$ cat config.mk
export PLATFORM = sky130hd
export DESIGN_NAME = mem_access_flat
export DESIGN_NICKNAME = d
export VERILOG_FILES = /design/src/rtl/mem_access_pkg.sv /design/src/rtl/mem_access_if.sv /design/src/rtl/mem_lane_align.sv /design/src/rtl/mem_access.sv /design/src/flat_wrapper.sv
export SDC_FILE = /design/constraint.sdc
export NUM_CORES = 1
export LEC_CHECK = 0
export BUFFER_PORTS_ARGS = -buffer_cell sky130_fd_sc_hd__buf_2
export CAP_MARGIN = 15
export CORE_MARGIN = 5
export CORE_UTILIZATION = 25
export DETAILED_ROUTE_END_ITERATION = 7
export MAX_ROUTING_LAYER = met4
export SLEW_MARGIN = 20
export SYNTH_ARGS = -nofsm -noshare
export SYNTH_HDL_FRONTEND = slang
export SYNTH_SLANG_ARGS = --single-unit
$ cat constraint.sdc
create_clock -name clk -period 2.2 [get_ports clk]
set_input_delay 0.11 -clock clk [delete_from_list [all_inputs] [get_ports clk]]
set_output_delay 0.11 -clock clk [all_outputs]
set_load 0.02 [all_outputs]
$ cat src/rtl/mem_access_pkg.sv
// Shared widths, FSM state codes, access-size codes and request record
// for the load/store unit.
package mem_access_pkg;

    localparam int DATA_WIDTH     = 32;
    localparam int MEM_ADDR_WIDTH = 32;
    localparam int BYTE_SEL       = 4;
    localparam int REG_ADDR_WIDTH = 5;

    localparam logic [1:0] ST_IDLE = 2'd0;
    localparam logic [1:0] ST_ACC0 = 2'd1;
    localparam logic [1:0] ST_ACC1 = 2'd2;
    localparam logic [1:0] ST_RESP = 2'd3;

    localparam logic [BYTE_SEL-1:0] SEL_BYTE = 4'b0001;
    localparam logic [BYTE_SEL-1:0] SEL_HALF = 4'b0011;
    localparam logic [BYTE_SEL-1:0] SEL_WORD = 4'b1111;

    typedef struct packed {
        logic                      we;
        logic [MEM_ADDR_WIDTH-1:0] addr;
        logic [DATA_WIDTH-1:0]     wdata;
        logic [BYTE_SEL-1:0]       byte_sel;
        logic                      un_sign;
        logic [REG_ADDR_WIDTH-1:0] rd;
        logic                      legal;
    } req_t;

    function automatic logic sel_legal(input logic [BYTE_SEL-1:0] sel);
        return (sel == SEL_BYTE) || (sel == SEL_HALF) || (sel == SEL_WORD);
    endfunction

endpackage

$ cat src/rtl/mem_access_if.sv
// Request, RAM and write-back signals of the load/store unit.
// slave: the unit itself; master: the surrounding pipeline and RAM.
interface mem_access_if;
    import mem_access_pkg::*;

    logic                      mem_re_i;
    logic [MEM_ADDR_WIDTH-1:0] mem_raddr_i;
    logic                      mem_we_i;
    logic [MEM_ADDR_WIDTH-1:0] mem_waddr_i;
    logic [DATA_WIDTH-1:0]     mem_wdata_i;
    logic [BYTE_SEL-1:0]       byte_sel_i;
    logic                      un_sign_i;
    logic [REG_ADDR_WIDTH-1:0] rd_waddr_i;
    logic                      hold_o;

    logic                      ram_req_o;
    logic                      ram_we_o;
    logic [MEM_ADDR_WIDTH-1:0] ram_addr_o;
    logic [BYTE_SEL-1:0]       ram_be_o;
    logic [DATA_WIDTH-1:0]     ram_wdata_o;
    logic                      ram_ack_i;
    logic [DATA_WIDTH-1:0]     ram_rdata_i;

    logic                      rd_we_o;
    logic [REG_ADDR_WIDTH-1:0] rd_waddr_o;
    logic [DATA_WIDTH-1:0]     rd_wdata_o;

    modport slave (
        input  mem_re_i, mem_raddr_i, mem_we_i, mem_waddr_i, mem_wdata_i,
        input  byte_sel_i, un_sign_i, rd_waddr_i, ram_ack_i, ram_rdata_i,
        output hold_o, ram_req_o, ram_we_o, ram_addr_o, ram_be_o, ram_wdata_o,
        output rd_we_o, rd_waddr_o, rd_wdata_o
    );

    modport master (
        output mem_re_i, mem_raddr_i, mem_we_i, mem_waddr_i, mem_wdata_i,
        output byte_sel_i, un_sign_i, rd_waddr_i, ram_ack_i, ram_rdata_i,
        input  hold_o, ram_req_o, ram_we_o, ram_addr_o, ram_be_o, ram_wdata_o,
        input  rd_we_o, rd_waddr_o, rd_wdata_o
    );

endinterface

$ cat src/rtl/mem_lane_align.sv
// Byte-lane steering: store data/byte-enable placement across one or two
// RAM words, and load byte gathering with sign/zero extension.
module mem_lane_align
    import mem_access_pkg::*;
(
    input  logic [1:0]            offset,
    input  logic [BYTE_SEL-1:0]   byte_sel,
    input  logic                  un_sign,
    input  logic [DATA_WIDTH-1:0] store_data,
    input  logic [DATA_WIDTH-1:0] word_lo,
    input  logic [DATA_WIDTH-1:0] word_hi,
    output logic [BYTE_SEL-1:0]   be_lo,
    output logic [BYTE_SEL-1:0]   be_hi,
    output logic [DATA_WIDTH-1:0] wdata_lo,
    output logic [DATA_WIDTH-1:0] wdata_hi,
    output logic [DATA_WIDTH-1:0] load_data,
    output logic                  split
);

    logic [2*BYTE_SEL-1:0]   be_wide;
    logic [2*DATA_WIDTH-1:0] wdata_wide;
    logic [DATA_WIDTH-1:0]   data_mask;
    logic [DATA_WIDTH-1:0]   raw;

    // Shift size mask and masked store data up by the byte offset; the
    // part that spills past bit 31 belongs to the following word.
    always_comb begin
        data_mask  = {{8{byte_sel[3]}}, {8{byte_sel[2]}},
                      {8{byte_sel[1]}}, {8{byte_sel[0]}}};
        be_wide    = {4'b0000, byte_sel} << offset;
        wdata_wide = {32'h0, store_data & data_mask} << {offset, 3'b000};
        be_lo      = be_wide[3:0];
        be_hi      = be_wide[7:4];
        wdata_lo   = wdata_wide[31:0];
        wdata_hi   = wdata_wide[63:32];
        split      = |be_wide[7:4];
    end

    // Right-align the addressed bytes from the one or two fetched words,
    // then extend to the register width.
    always_comb begin
        raw = 32'({word_hi, word_lo} >> {offset, 3'b000});
        case (byte_sel)
            SEL_BYTE: load_data = un_sign ? {{24{raw[7]}}, raw[7:0]}
                                          : {24'h0, raw[7:0]};
            SEL_HALF: load_data = un_sign ? {{16{raw[15]}}, raw[15:0]}
                                          : {16'h0, raw[15:0]};
            default:  load_data = raw;
        endcase
    end

endmodule

$ cat src/rtl/mem_access.sv
// Load/store unit: accepts one request at a time, performs one or two
// RAM word accesses, and returns the load result for one cycle.
//
//   state | meaning
//   IDLE  | waiting for a load or store request
//   ACC0  | RAM access to the word holding the first byte
//   ACC1  | RAM access to the next word for accesses crossing a boundary
//   RESP  | one-cycle result; register write-back for loads
module mem_access
    import mem_access_pkg::*;
(
    input  logic         clk,
    input  logic         rst_n,
    mem_access_if.slave  bus
);

    logic [1:0]                state;
    logic [1:0]                state_nxt;
    req_t                      req_q;
    logic [DATA_WIDTH-1:0]     word0_q;
    logic [DATA_WIDTH-1:0]     word1_q;
    logic                      start;

    logic [BYTE_SEL-1:0]       be_lo;
    logic [BYTE_SEL-1:0]       be_hi;
    logic [DATA_WIDTH-1:0]     wdata_lo;
    logic [DATA_WIDTH-1:0]     wdata_hi;
    logic [DATA_WIDTH-1:0]     load_data;
    logic                      split;

    logic                      ram_req;
    logic                      ram_we;
    logic [MEM_ADDR_WIDTH-1:0] ram_addr;
    logic [BYTE_SEL-1:0]       ram_be;
    logic [DATA_WIDTH-1:0]     ram_wdata;
    logic                      rd_we;
    logic [REG_ADDR_WIDTH-1:0] rd_waddr;
    logic [DATA_WIDTH-1:0]     rd_wdata;

    assign start = bus.mem_re_i | bus.mem_we_i;

    mem_lane_align u_lane (
        .offset     (req_q.addr[1:0]),
        .byte_sel   (req_q.byte_sel),
        .un_sign    (req_q.un_sign),
        .store_data (req_q.wdata),
        .word_lo    (word0_q),
        .word_hi    (word1_q),
        .be_lo      (be_lo),
        .be_hi      (be_hi),
        .wdata_lo   (wdata_lo),
        .wdata_hi   (wdata_hi),
        .load_data  (load_data),
        .split      (split)
    );

    // Next-state: illegal sizes skip the RAM and go straight to RESP.
    always_comb begin
        state_nxt = state;
        case (state)
            ST_IDLE: if (start) state_nxt = sel_legal(bus.byte_sel_i) ? ST_ACC0 : ST_RESP;
            ST_ACC0: if (bus.ram_ack_i) state_nxt = split ? ST_ACC1 : ST_RESP;
            ST_ACC1: if (bus.ram_ack_i) state_nxt = ST_RESP;
            ST_RESP: state_nxt = ST_IDLE;
            default: state_nxt = ST_IDLE;
        endcase
    end

    // State register.
    always_ff @(posedge clk or negedge rst_n) begin
        if (!rst_n) state <= ST_IDLE;
        else        state <= state_nxt;
    end

    // Request capture; a simultaneous store wins over the load.
    always_ff @(posedge clk or negedge rst_n) begin
        if (!rst_n) begin
            req_q <= '0;
        end else if (state == ST_IDLE && start) begin
            req_q.we       <= bus.mem_we_i;
            req_q.addr     <= bus.mem_we_i ? bus.mem_waddr_i : bus.mem_raddr_i;
            req_q.wdata    <= bus.mem_wdata_i;
            req_q.byte_sel <= bus.byte_sel_i;
            req_q.un_sign  <= bus.un_sign_i;
            req_q.rd       <= bus.rd_waddr_i;
            req_q.legal    <= sel_legal(bus.byte_sel_i);
        end
    end

    // Read words latched on the acknowledge of each access.
    always_ff @(posedge clk or negedge rst_n) begin
        if (!rst_n) begin
            word0_q <= '0;
            word1_q <= '0;
        end else begin
            if (state == ST_ACC0 && bus.ram_ack_i) word0_q <= bus.ram_rdata_i;
            if (state == ST_ACC1 && bus.ram_ack_i) word1_q <= bus.ram_rdata_i;
        end
    end

    // Output decode: everything idles at zero outside its own state.
    always_comb begin
        ram_req   = 1'b0;
        ram_we    = 1'b0;
        ram_addr  = '0;
        ram_be    = '0;
        ram_wdata = '0;
        rd_we     = 1'b0;
        rd_waddr  = '0;
        rd_wdata  = '0;
        case (state)
            ST_ACC0: begin
                ram_req   = 1'b1;
                ram_we    = req_q.we;
                ram_addr  = {req_q.addr[31:2], 2'b00};
                ram_be    = be_lo;
                ram_wdata = wdata_lo;
            end
            ST_ACC1: begin
                ram_req   = 1'b1;
                ram_we    = req_q.we;
                ram_addr  = {req_q.addr[31:2] + 30'd1, 2'b00};
                ram_be    = be_hi;
                ram_wdata = wdata_hi;
            end
            ST_RESP: begin
                rd_we    = !req_q.we && req_q.legal && (req_q.rd != '0);
                rd_waddr = req_q.rd;
                rd_wdata = rd_we ? load_data : '0;
            end
            default: ;
        endcase
    end

    assign bus.hold_o      = rst_n && (state != ST_RESP) && ((state != ST_IDLE) || start);
    assign bus.ram_req_o   = ram_req;
    assign bus.ram_we_o    = ram_we;
    assign bus.ram_addr_o  = ram_addr;
    assign bus.ram_be_o    = ram_be;
    assign bus.ram_wdata_o = ram_wdata;
    assign bus.rd_we_o     = rd_we;
    assign bus.rd_waddr_o  = rd_waddr;
    assign bus.rd_wdata_o  = rd_wdata;

endmodule

$ cat src/flat_wrapper.sv
// flat-port wrapper written by rule: the top's interface ports become plain ports
module mem_access_flat import mem_access_pkg::*;
  (clk, rst_n, bus_mem_re_i, bus_mem_raddr_i, bus_mem_we_i, bus_mem_waddr_i, bus_mem_wdata_i, bus_byte_sel_i, bus_un_sign_i, bus_rd_waddr_i, bus_ram_ack_i, bus_ram_rdata_i, bus_hold_o, bus_ram_req_o, bus_ram_we_o, bus_ram_addr_o, bus_ram_be_o, bus_ram_wdata_o, bus_rd_we_o, bus_rd_waddr_o, bus_rd_wdata_o);
  mem_access_if bus_i ();
  input  logic clk;
  input  logic rst_n;
  input wire logic [$bits(bus_i.mem_re_i)-1:0] bus_mem_re_i;
  input wire logic [$bits(bus_i.mem_raddr_i)-1:0] bus_mem_raddr_i;
  input wire logic [$bits(bus_i.mem_we_i)-1:0] bus_mem_we_i;
  input wire logic [$bits(bus_i.mem_waddr_i)-1:0] bus_mem_waddr_i;
  input wire logic [$bits(bus_i.mem_wdata_i)-1:0] bus_mem_wdata_i;
  input wire logic [$bits(bus_i.byte_sel_i)-1:0] bus_byte_sel_i;
  input wire logic [$bits(bus_i.un_sign_i)-1:0] bus_un_sign_i;
  input wire logic [$bits(bus_i.rd_waddr_i)-1:0] bus_rd_waddr_i;
  input wire logic [$bits(bus_i.ram_ack_i)-1:0] bus_ram_ack_i;
  input wire logic [$bits(bus_i.ram_rdata_i)-1:0] bus_ram_rdata_i;
  output wire logic [$bits(bus_i.hold_o)-1:0] bus_hold_o;
  output wire logic [$bits(bus_i.ram_req_o)-1:0] bus_ram_req_o;
  output wire logic [$bits(bus_i.ram_we_o)-1:0] bus_ram_we_o;
  output wire logic [$bits(bus_i.ram_addr_o)-1:0] bus_ram_addr_o;
  output wire logic [$bits(bus_i.ram_be_o)-1:0] bus_ram_be_o;
  output wire logic [$bits(bus_i.ram_wdata_o)-1:0] bus_ram_wdata_o;
  output wire logic [$bits(bus_i.rd_we_o)-1:0] bus_rd_we_o;
  output wire logic [$bits(bus_i.rd_waddr_o)-1:0] bus_rd_waddr_o;
  output wire logic [$bits(bus_i.rd_wdata_o)-1:0] bus_rd_wdata_o;
  assign bus_i.mem_re_i = bus_mem_re_i;
  assign bus_i.mem_raddr_i = bus_mem_raddr_i;
  assign bus_i.mem_we_i = bus_mem_we_i;
  assign bus_i.mem_waddr_i = bus_mem_waddr_i;
  assign bus_i.mem_wdata_i = bus_mem_wdata_i;
  assign bus_i.byte_sel_i = bus_byte_sel_i;
  assign bus_i.un_sign_i = bus_un_sign_i;
  assign bus_i.rd_waddr_i = bus_rd_waddr_i;
  assign bus_i.ram_ack_i = bus_ram_ack_i;
  assign bus_i.ram_rdata_i = bus_ram_rdata_i;
  assign bus_hold_o = bus_i.hold_o;
  assign bus_ram_req_o = bus_i.ram_req_o;
  assign bus_ram_we_o = bus_i.ram_we_o;
  assign bus_ram_addr_o = bus_i.ram_addr_o;
  assign bus_ram_be_o = bus_i.ram_be_o;
  assign bus_ram_wdata_o = bus_i.ram_wdata_o;
  assign bus_rd_we_o = bus_i.rd_we_o;
  assign bus_rd_waddr_o = bus_i.rd_waddr_o;
  assign bus_rd_wdata_o = bus_i.rd_wdata_o;
  mem_access u_core (.clk(clk), .rst_n(rst_n), .bus(bus_i));
endmodule
==> impl_results.md, run 1 <==
* Failing checks: negative setup slack
* Crit path max fanout at 6
* # IOs at 252
* TNS Setup at -1.23 ns
* Total global routing track utilization at 0.174
* Clk pwr share at 0.151
* Total routed wirelength at ~34000 µm
* Fillcell total at between 3000 and 4000
* Vias in the first global route at ~9000
* Post-route minimum period at 2.31 ns
* Post-synthesis cell count at between 800 and 900
* Max VDD drop at 0.633 mV
* Antenna viol nets, final at 0
* Synthesized area per cell at roughly 10 µm²
* CP Class: reg2out
* Vias/cell at ~5
* Worst hold path type: in2reg
* Sw frac at 0.436
* Synth-to-Final Area Change at 70.0%
* Cell Area, Synth at a little under 0.009 mm²
* DRC at 0
* Logic pwr share at 0.604
* DP Area at 0.0106 mm²
* Most frequent cells in the layout: buf_2 (163), dfrtp_1 (126), dlygate4sd3_1 (115)
* Routability cong. at 0.857
* Clk buf depth at 2
* Row count at between 60 and 70
* Worst hold slack at 0.00257 ns
* Yosys cell types at between 60 and 70
* Most common library cell in the layout ignoring fill and taps: buf_2
* Chip width at between 150 and 200 µm
* Critical Path RT at between 2 and 2.5 ns
* Top_reg_cell synth: dfrtp_1
* Die height at 196 µm
* Clock network latency to the later pin of the worst-skew pair at roughly 0.44 ns
* Fin. Hold Viols at 0
* Vias at between 8000 and 9000
* Sink Count at 134
* Root Driver: clkbuf_16
* Initial Util at 0.251
* Post-DR wirelength/cell at a little under 20 µm
* Synth warn at 0
* P_leak at around 6.4 nW
* H-tree levels at 4
* Setup crit start kind: register
* Non-Filler Instances at between 1500 and 2000
* Flops & latches, synth at approximately 130
* Seq pwr share at 0.246
* Share of layout cells above drive strength 1 at 0.559
* First-pass DRT Iterations at 5
* Internal power at ~12 mW
* Die area at ~0.038 mm²
* Dpl cells at around 1500
* Fin crit share at 1.05
* Arr. time, crit path at between 2 and 2.5 ns
* Clk_skew at about 0.0092 ns
* Worst-path clk slew at around 0.070 ns
* Initial antenna violation count at 1
* Core Area at approximately 0.034 mm²
* Setup ws final at -0.109 ns
* Setup violators final at 43
* Overall Power at around 21 mW
* Setup crit end kind: output port
* RSZ-0062 raised after global routing: yes
* Status: finished with violations
* EDFF count, synth at 0
* Detailed Place HPWL at 22500 µm
* Final nets at 1439
* Net switching power at ~9.1 mW
* Pins Over Slew Limit at 0
* DR iter-0 viols at 433
* Register area share after synthesis at 0.388
* Largest net degree at the start of global routing at between 60 and 70
* Global-route wire length before repair at approximately 51000 µm
* Max Cap Violations at 0
* Pwr Density at roughly 1400 mW/mm²
* CTS tree: done
* Number of buffers created by CTS at 17
* Async S/R FF share, synth at 1.00
* Max Freq at ~0.43 GHz
* Final instance area at around 0.015 mm²
* Gr ovfl total at 0
* Port bufs at between 200 and 250
[cells by family (layout without fill, tap and decap cells)]
family	after synthesis	count (layout)	share of synthesized area
AOI/OAI and AO/OA	214	214	0.152
xor gates and xnor gates	1	1	0.00101
adders and majority gates	5	5	0.00724
buffers and inverters	101	539	0.0514
DFF	134	134	0.388
muxes	169	169	0.254
other	1	3	0.000434
and+or+nand+nor	239	240	0.146
[flip-flops by register name, indices dropped and copies added (netlist names)]
name,cells
u_core.state,2
u_core.word0_q,32
u_core.req_q,76
u_core.word1_q,24
[metal layers]
metal  vias up  part of all wire  routed length [µm]  global-route usage
li1       4060                 -                   -                   -
met1      4371              0.41               14300               0.216
met2       343              0.50               17300               0.289
met3        56             0.062                2150              0.0343
met4         0             0.020                 682              0.0478
met5         -                 0                   0                   -
[power groups by stage]
stage                     sequential (mW)  clock (mW)  combinational [mW]
after global placement               4.90           0                8.74
after CTS                            4.95        3.21                11.0
after floorplan                      4.52           0                6.25
after global routing                 5.25        3.30                13.4
final                                5.10        3.13                12.5
after detailed placement             4.95           0                8.88
[synthesized netlist by cell type (all sizes together), types with 17 or more instances]
cell type	instances	area, µm²
nand3	28	158
mux4	30	676
mux2	101	1140
o21ai	110	554
dfrtp	134	3350
mux2i	38	380
nor2b	19	119
a31oi	17	106
a21oi	19	95.1
nor2	23	88.8
clkbuf	36	135
inv	22	82.6
and2	28	176
nand2	92	348
buf	43	226
[through the flow]
step / util / setup WS, ns
floorplan: - / -0.187
global placement: 0.310 / 0.0946
detailed placement: 0.310 / -0.00375
CTS: 0.398 / -0.109
global route: 0.428 / -0.213
finish: 0.428 / -0.109
[path summary, 6_finish.rpt]
| check | slack (ns) | cells after the start | start | endpoint |
|---|---|---|---|---|
| worst max-delay path | -0.11 | 7 | u_core.req_q[52]$_DFFE_PN0P_ | bus_ram_addr_o[27] |
| worst min-delay path | 0.003 | 3 | bus_mem_raddr_i[26] | u_core.req_q[69]$_DFFE_PN0P_ |
| worst max register to register | 0.37 | 6 | u_core.state[0]$_DFFE_PN0P_ | u_core.word0_q[27]$_DFFE_PN0P_ |
| worst min register to register | 0.51 | 1 | u_core.word1_q[19]$_DFFE_PN0P_ | u_core.word1_q[19]$_DFFE_PN0P_ |
| max in group asynchronous | 1.16 | 3 | rst_n | u_core.req_q[66]$_DFFE_PN0P_ |
| min in group asynchronous | 0.18 | 2 | rst_n | u_core.word1_q[1]$_DFFE_PN0P_ |
[critical path: stages, from the launching register on]
cell and delay [ns]:
dfrtp_2 0.42, nand4_2 0.14, nor4_4 0.23, buf_6 0.16
nand3_4 0.14, o311ai_4 0.31, o41ai_4 0.15, buf_4 0.18
[layout make-up]
cell class                 instances  area, µm²  area share
timing repair buffer             485       4140       0.282
clock buffer                      17        425      0.0289
antenna                            1       2.50    0.000170
tap                              455        569      0.0387
sequential                       134       3370       0.229
multi-input combinational        631       5910       0.402
inverter                          22       88.8     0.00605
clock inverter                    15        198      0.0135
[repair_timing]
action | CTS | global route
gates cloned | 5 | 5
buffers inserted | 40 | 22
resized for setup | 252 | 223
endpoints found under the hold margin | 165 | 0
setup endpoints to repair | 96 | 95
pin swaps | 37 | 57
hold buffers | 115 | 0
Note: power is estimated with default switching activity, not from simulation.
==> run 2: changes to the inputs <==
--- a/config.mk
+++ b/config.mk
@@ -11,6 +11,7 @@
 export CORE_UTILIZATION = 25
 export DETAILED_ROUTE_END_ITERATION = 7
 export MAX_ROUTING_LAYER = met4
+export PLACE_DENSITY = 0.45
 export SLEW_MARGIN = 20
 export SYNTH_ARGS = -nofsm -noshare
 export SYNTH_HDL_FRONTEND = slang
==> run 2 against run 1 <==
The run still ends with negative setup slack left; count of clock-buffer cells in the layout rose by 1; global-route usage fell by 0.064 points; sequential power rose by 2%; fmax fell by 0.16%; register-to-register slack got worse by 0.18 ns; critical path depth rose by 1; flip-flop and latch count did not move.
==> impl_results.md, run 2 (synthesis results as in run 1) <==
* Number of buffers created by CTS at 17 (unchanged)
* Setup ws final at -0.113 ns (was -0.109 ns)
* Chip width at 196 µm (unchanged)
* Core Area at 0.0344 mm² (unchanged)
* Largest net degree at the start of global routing at 64 (unchanged)
* Slew margin rel. at 0.655
* Final instance area at 0.0150 mm² (was 0.0147 mm²)
* Worst-path clk slew at 0.07 ns (about the same)
* Max VDD drop at 0.819 mV (was 0.633 mV)
* Max Cap Violations at 0 (unchanged)
* FF-to-FF Start: u_core.state[0]$_DFFE_PN0P_ (unchanged)
* Port bufs at 249 (unchanged)
* Status: finished with violations (unchanged)
* Post-DR wirelength/cell at 19.3 µm (was 19.6 µm)
* Max Freq at 0.432 GHz (was 0.433 GHz)
* Fin. Hold Viols at 0 (unchanged)
* First-pass DRT Iterations at 5 (unchanged)
* Initial antenna violation count at 1 (unchanged)
* Max FFs per register at 76 (unchanged)
* DR iter-0 viols at 356 (was 433)
* Initial Util at 0.251 (unchanged)
* Gr ovfl total at 0 (unchanged)
* Crit path max fanout at 6 (unchanged)
* Row count at 68 (unchanged)
* Routability cong. at 0.827 (was 0.857)
* WL met2 at 16500 µm (was 17300 µm)
* Most frequent cells in the layout: buf_2 (153), dfrtp_1 (121), buf_4 (117) (was buf_2 (163), dfrtp_1 (126), dlygate4sd3_1 (115))
* Worst hold path type: in2reg (unchanged)
* Total global routing track utilization at 0.173 (was 0.174)
* # IOs at 252 (unchanged)
* Share of layout cells above drive strength 1 at 0.585 (was 0.559)
* CP Class: reg2out (unchanged)
* Antenna viol nets, final at 0 (unchanged)
* Failing checks: negative setup slack (unchanged)
* Critical Path RT at 2.09 ns (about the same)
* DRC at 0 (unchanged)
* RSZ-0062 raised after global routing: yes (unchanged)
* Clk_skew at 0.00611 ns (was 0.00921 ns)
* H-tree levels at 4 (unchanged)
* Worst slew pin tran at approximately 0.52 ns
* Die area at 0.0384 mm² (unchanged)
* Most common library cell in the layout ignoring fill and taps: buf_2 (unchanged)
* Die height at 196 µm (unchanged)
* Top sig layer: met4 (unchanged)
* Pwr Density at 1410 mW/mm² (about the same)
* Clk buf depth at 2 (unchanged)
* Vias/cell at 4.85 (was 5.02)
* Final Util at 0.435 (was 0.428)
* Synth-to-Final Area Change at 73.0% (was 70.0%)
* P_leak at 6.49 nW (was 6.38 nW)
* Pins Over Slew Limit at 0 (unchanged)
* Global-route wire length before repair at 50800 µm (was 51200 µm)
* Routed length on met3 at 1840 µm (was 2150 µm)
* CTS tree: done (unchanged)
* Root Driver: clkbuf_16 (unchanged)
* Crit path launch: u_core.state[1]$_DFFE_PN0P_ (was u_core.req_q[52]$_DFFE_PN0P_)
* Setup violators final at 66 (was 43)
* Biggest register: u_core.req_q (unchanged)
* DP Area at 0.0107 mm² (was 0.0106 mm²)
* Setup crit start kind: register (unchanged)
* Final nets at 1452 (was 1439)
* Total routed wirelength at 34200 µm (was 34500 µm)
* Fin crit share at 1.05 (about the same)
* Vias at 8594 (was 8830)
* Clock network latency to the later pin of the worst-skew pair at 0.44 ns (about the same)
* Detailed Place HPWL at 23400 µm (was 22500 µm)
* Pre-CTS setup slack at 0.107 ns (was -0.00375 ns)
* Vias in the first global route at 8593 (was 9013)
* M1 wire length at 15500 µm (was 14300 µm)
* Arr. time, crit path at 2.20 ns (about the same)
* Sink Count at 134 (unchanged)
* Worst hold path startpoint: bus_mem_raddr_i[1] (was bus_mem_raddr_i[26])
* Post-route minimum period at 2.31 ns (about the same)
* Setup crit end kind: output port (unchanged)
* Largest regs: u_core.req_q x76, u_core.word0_q x32, u_core.word1_q x24 (unchanged)
## run 2: cell count changes in the layout (fill, tap and decap cells not counted), moves of 4 or more
cell           delta
buf_6            +15
buf_4             +9
nor2_1            +4
nand2_1           -6
dfrtp_2           +5
o21ai_2           +5
nand2_4           +7
dlygate4sd3_1     -5
buf_2            -10
dfrtp_1           -5
o21ai_1           -9
## run 2: routing by layer
metal  vias up  global-route usage
li1       4077                   -
met4         0              0.0362
met1      4246               0.231
met5         -                   -
met2       247               0.272
met3        24              0.0374
## run 2: power by group
part           leakage [nW]  switching [mW]  total (mW)  internal, mW
sequential             1.59            1.45        5.20          3.75
clock                 0.274            1.31        2.84          1.53
combinational          4.63            6.35        13.1          6.76
## run 2: path summary, 6_finish.rpt
kind | end | slack (ns) | cells after the start
max in group asynchronous | u_core.req_q[61]$_DFFE_PN0P_ | 1.22 | 3
min in group asynchronous | u_core.word0_q[0]$_DFFE_PN0P_ | 0.20 | 2
worst min-delay path | u_core.req_q[44]$_DFFE_PN0P_ | 0.03 | 3
worst max register to register | u_core.word0_q[3]$_DFFE_PN0P_ | 0.19 | 8
worst max-delay path | bus_ram_addr_o[22] | -0.11 | 8
worst min register to register | u_core.word0_q[3]$_DFFE_PN0P_ | 0.51 | 1
## run 2: area by class of cell
| class | instances | area, µm² |
|---|---|---|
| diodes | 1 | 2.50 |
| multi-input cells | 631 | 5960 |
| clock inverters | 14 | 131 |
| flip-flops and latches | 134 | 3370 |
| inverters | 22 | 91.3 |
| repair buffers | 498 | 4390 |
| clock buffers | 18 | 439 |
| well taps | 455 | 569 |
| fillers | 3358 | 19400 |
## run 2: worst max-delay path, stage by stage, from the launching register on
cell and delay, ns:
dfrtp_2 0.42, inv_2 0.07, ha_4 0.29, buf_6 0.12, and2_4 0.23, buf_12 0.15
a31oi_1 0.07, a31oi_1 0.22, buf_4 0.19
## run 2: what timing repair did
| action | 4_1_cts | 5_1_grt |
|---|---|---|
| endpoints found under the setup margin | 94 | 96 |
| setup buffers | 41 | 26 |
| pin swaps | 33 | 73 |
| hold buffers | 110 | 0 |
| gates resized for setup | 226 | 290 |
| endpoints found under the hold margin | 163 | 0 |
| cloned | 5 | 10 |
## run 2: stage by stage
| stage | power [mW] | cells | hold WS (ns) | setup TNS (ns) |
|---|---|---|---|---|
| global route | 22.5 | 1773 | 0.0235 | -11.56 |
| finish | 21.2 | 1773 | 0.0315 | -3.65 |
| floorplan | 10.8 | 865 | -0.186 | -0.374 |
| global placement | 13.9 | 1550 | 0.0947 | 0 |
| CTS | 19.1 | 1737 | 0.00438 | -4.29 |
| detailed placement | 14.0 | 1550 | 0.116 | 0 |
